$ cat config.mk
export PLATFORM = sky130hd
export DESIGN_NAME = frame_scan_counter
export DESIGN_NICKNAME = d
export VERILOG_FILES = /design/src/rtl/frame_scan_pkg.sv /design/src/rtl/wrap_counter.sv /design/src/rtl/frame_scan_counter.sv
export SDC_FILE = /design/constraint.sdc
export NUM_CORES = 1
export LEC_CHECK = 0
export CORE_ASPECT_RATIO = 1.5
export CORE_MARGIN = 2
export CORE_UTILIZATION = 30
export DETAILED_ROUTE_END_ITERATION = 8
export SETUP_SLACK_MARGIN = 0.4
export SLEW_MARGIN = 10
export SYNTH_ARGS = -nofsm -noshare
export SYNTH_HDL_FRONTEND = slang
export SYNTH_SLANG_ARGS = --single-unit
$ cat constraint.sdc
create_clock -name clk -period 6.8 [get_ports clk]
set_clock_uncertainty 0.1 [all_clocks]
set_input_delay 0.68 -clock clk [delete_from_list [all_inputs] [get_ports clk]]
set_output_delay 0.68 -clock clk [all_outputs]
set_load 0.01 [all_outputs]
$ cat src/rtl/frame_scan_pkg.sv
// Shared types and constants for the frame scan counter.
// FSM state encoding, output port widths and default image geometry.
package frame_scan_pkg;

  typedef enum logic [1:0] {
    IDLE = 2'd0,
    RUN  = 2'd1,
    DONE = 2'd2
  } state_t;

  localparam int COORD_W    = 15;
  localparam int CH_W       = 8;
  localparam int DEF_IMG_W  = 640;
  localparam int DEF_IMG_H  = 640;
  localparam int DEF_NUM_CH = 3;

endpackage

$ cat src/rtl/wrap_counter.sv
// Modulo-N counter stage. The wrap output is combinational so that
// stages can be cascaded, and a whole chain rolls over in one edge.
module wrap_counter
  import frame_scan_pkg::*;
#(
  parameter int W = COORD_W,
  parameter int N = DEF_IMG_W
) (
  input  logic         clk,
  input  logic         reset_n,
  input  logic         clr,
  input  logic         inc,
  output logic [W-1:0] value,
  output logic         wrap
);

  localparam logic [W-1:0] LAST = W'(N - 1);

  assign wrap = inc && (value == LAST);

  always_ff @(posedge clk or negedge reset_n) begin
    if (!reset_n) begin
      value <= '0;
    end else if (clr) begin
      value <= '0;
    end else if (inc) begin
      value <= wrap ? '0 : value + W'(1);
    end
  end

endmodule

$ cat src/rtl/frame_scan_counter.sv
// Raster scan generator: col -> row -> ch cascade with line/plane/frame pulses.
// Optional macro FRAME_SCAN_AUTORESTART_EN loops straight back into RUN after each frame.
module frame_scan_counter
  import frame_scan_pkg::*;
#(
  parameter int IMG_W  = DEF_IMG_W,
  parameter int IMG_H  = DEF_IMG_H,
  parameter int NUM_CH = DEF_NUM_CH
) (
  input  logic               clk,
  input  logic               reset_n,
  input  logic               start,
  input  logic               adv,
  output logic [COORD_W-1:0] col,
  output logic [COORD_W-1:0] row,
  output logic [CH_W-1:0]    ch,
  output logic               busy,
  output logic               line_done,
  output logic               plane_done,
  output logic               frame_done
);

  state_t state;
  logic   run;
  logic   col_wrap;
  logic   row_wrap;
  logic   ch_wrap;

  assign run = (state == RUN);

  // Counters are held at zero outside RUN so every scan begins at the origin.
  wrap_counter #(.W(COORD_W), .N(IMG_W)) u_col (
    .clk     (clk),
    .reset_n (reset_n),
    .clr     (!run),
    .inc     (run && adv),
    .value   (col),
    .wrap    (col_wrap)
  );

  wrap_counter #(.W(COORD_W), .N(IMG_H)) u_row (
    .clk     (clk),
    .reset_n (reset_n),
    .clr     (!run),
    .inc     (col_wrap),
    .value   (row),
    .wrap    (row_wrap)
  );

  wrap_counter #(.W(CH_W), .N(NUM_CH)) u_ch (
    .clk     (clk),
    .reset_n (reset_n),
    .clr     (!run),
    .inc     (row_wrap),
    .value   (ch),
    .wrap    (ch_wrap)
  );

  always_ff @(posedge clk or negedge reset_n) begin
    if (!reset_n) begin
      state      <= IDLE;
      busy       <= 1'b0;
      line_done  <= 1'b0;
      plane_done <= 1'b0;
      frame_done <= 1'b0;
    end else begin
      line_done  <= col_wrap;
      plane_done <= row_wrap;
      frame_done <= ch_wrap;
      case (state)
        IDLE, DONE: begin
          if (start) begin
            state <= RUN;
            busy  <= 1'b1;
          end
        end
        RUN: begin
          if (ch_wrap) begin
`ifdef FRAME_SCAN_AUTORESTART_EN
            state <= RUN;
            busy  <= 1'b1;
`else
            state <= DONE;
            busy  <= 1'b0;
`endif
          end
        end
        default: begin
          state <= IDLE;
          busy  <= 1'b0;
        end
      endcase
    end
  end

endmodule

==> metrics.cfg <==
[status]
outcome = finished clean

[critical_path]
required_ns = 6.91
critical_path_class = input port to flop
end_kind = flop
critPathLaunchType = input port
crit_arrival_ns = 2.95
cp_max_fo = 17

[power]
powerDensity_mw_per_mm2 = 208.3
leakage_uw = 0.001213
total_power_uw = 626.8
ir_drop_uv = 140.5

[cts]
clock_path_buffers = 2
cts-root-buf = clkbuf_16
path_clk_slew_ns = 0.06
clock_sinks = 44
clkLatencyLatePin_ns = 0.28
ctsResizeCount = 0
htreeDepth = 2
numCtsBuffers = 5
cts_setup_buffers = 0
cts_hold_buf = 0
cts_tree = done

[yosys]
synth-seq-cells = 44
synth_area_sq_mm = 0.002318
yosysSeqAreaShare = 0.4749
synth-async-reset-ratio = 1.000
synth_edf_count = 0
synth_top_area_cell = dfrtp_1
synth.top_cell.area_share = 0.4749
syn_avg_cell_area_sq_um = 9.387
syn_inst = 247
synth.distinct_cells = 42
yosys-top-cells-area = dfrtp_1, nor2_1, nand2_1
ys_warn_count = 0
synthFlopType = dfrtp_1
synth_fp_nets = 255

[timing]
setup_tns_ns = 0
fmax_ghz = 0.3515
hold_violations = 0
slew_headroom = 0.3478
fin_crit_sh = 0.4183
fin_crit_ns = 2.845
slew_violations = 0
whs_ns = 0.4241
setup_viol = 0
worst_pin_slew_ns = 0.9784
rsz0062_at_grt = no

[global_route]
grt_first_pass_wirelength_microns = 9611
grt-ovfl-total = 0
grt_max_degree = 45
track_usage = 0.1453
antenna_found_initial = 0
grt_pass1_vias = 2017

[routing]
final_antenna_net_count = 0
drt-initial-drc-count = 152
num_vias = 2044
wl_microns = 5752
vias_per_cell = 5.175
drt-pass1-iter-count = 4
wl_per_cell_microns = 14.56
drc_errors = 0

[die]
die_w_microns = 75.78
rows = 39
start_util = 0.3065
core_sq_mm = 0.007564
dieArea_sq_mm = 0.008462
die_height_microns = 111.7
num_io_pins = 46

[placement]
gp_congestion = 0.7899
hpwl_microns = 4099
port_buffers = 45
placed_area_sq_mm = 0.002863

[layout]
layout.nets = 300
fin_util = 0.3978
antenna_cells = 0
fin_area_sq_mm = 0.003009
drive_gt1_frac = 0.06143
area_growth_syn_to_layout_pct = 29.79

[job]
maxCapViolations = 0

[worst_hold_path]
hp-class = flop to flop

-- through the flow --
step	setup WS (ns)	instances
2_1_floorplan	4.469	247
6_report	3.955	395
4_1_cts	3.926	395
5_1_grt	3.792	395
3_3_place_gp	3.700	387
3_5_place_dp	3.639	387
-- critical path: stages --
cell	delay, ns
clkdlybuf4s50_1	0.55
nand4b_1	0.18
nor4_4	0.70
nand2_1	0.18
or4b_1	0.51
a21oi_1	0.15
-- state kept, by name, summed over array words and instances, names as in the netlist --
name,count
u_col.value,15
u_row.value,15
u_ch.value,8
state,2
busy,1
frame_done,1
line_done,1
plane_done,1
-- power by group --
part / switching, uW / total [uW] / internal [uW]
registers: 23.2 / 301 / 278
clock network: 96.9 / 243 / 147
logic: 39.2 / 82.1 / 42.9
-- metal layers --
layer,up-vias,track usage,part of all wire
met5,-,0,0
met4,0,0.05263,0.026
met3,18,0.03258,0.041
met2,63,0.2563,0.53
met1,995,0.1642,0.40
li1,968,-,-
-- path summary, 6_finish.rpt --
path                                 from  cells past startpoint  slack (ns)             end
hold reg to reg                  state[1]                      1        0.42        state[1]
max in group asynchronous         reset_n                      1        5.53  u_col.value[8]
setup reg to reg           u_row.value[8]                      5        4.00   u_ch.value[5]
hold / removal                   state[1]                      1        0.42        state[1]
min in group asynchronous         reset_n                      1        0.45  u_col.value[5]
setup / recovery                      adv                      6        3.96  u_row.value[3]
-- cell usage after synthesis, types with 2 or more instances --
cell type / number
buf_2: 2
a31oi_1: 2
or4_1: 3
nor4_4: 2
xnor2_1: 10
nor3_1: 5
and3_1: 4
nor2_1: 31
nand4_1: 8
inv_1: 4
dfrtp_1: 44
clkbuf_1: 5
nand3b_1: 3
o21ai_0: 11
xor2_1: 10
a21oi_1: 19
or4_4: 2
nor4_1: 6
nand2_1: 27
or3_1: 8
nand3_1: 14
nand2b_1: 2
ha_1: 4
nand4b_1: 3
-- cell usage in the layout, fill, tap and decap left out, types with 3 or more instances in the layout --
cell type	instances
or4_1	3
nor3_1	5
clkbuf_16	5
nand4b_1	3
or3_1	8
and3_1	4
o21ai_0	11
ha_1	4
a21oi_1	19
nor2_1	31
clkdlybuf4s50_1	44
xor2_1	10
nand3_1	14
inv_1	4
xnor2_1	10
nand3b_1	3
nand2_1	27
nor4_1	6
nand4_1	8
dfrtp_1	44
-- area by class of cell --
cell class,instances,area (sq um)
clock buffers,8,146.4
fillers,738,4554
inverters,4,15.01
multi-input cells,190,1159
flip-flops and latches,44,1101
well taps,102,127.6
repair buffers,47,460.4
-- cells by family after synthesis --
logic type,after synthesis,synth area share
AOI/OAI and AO/OA,38,0.09067
xor gates and xnor gates,20,0.07555
adders and majority gates,4,0.02159
buffers and inverters,13,0.02536
DFF,44,0.4749
muxes,1,0.004317
and+or+nand+nor,127,0.3076
Power figures use the tool's default switching activity.
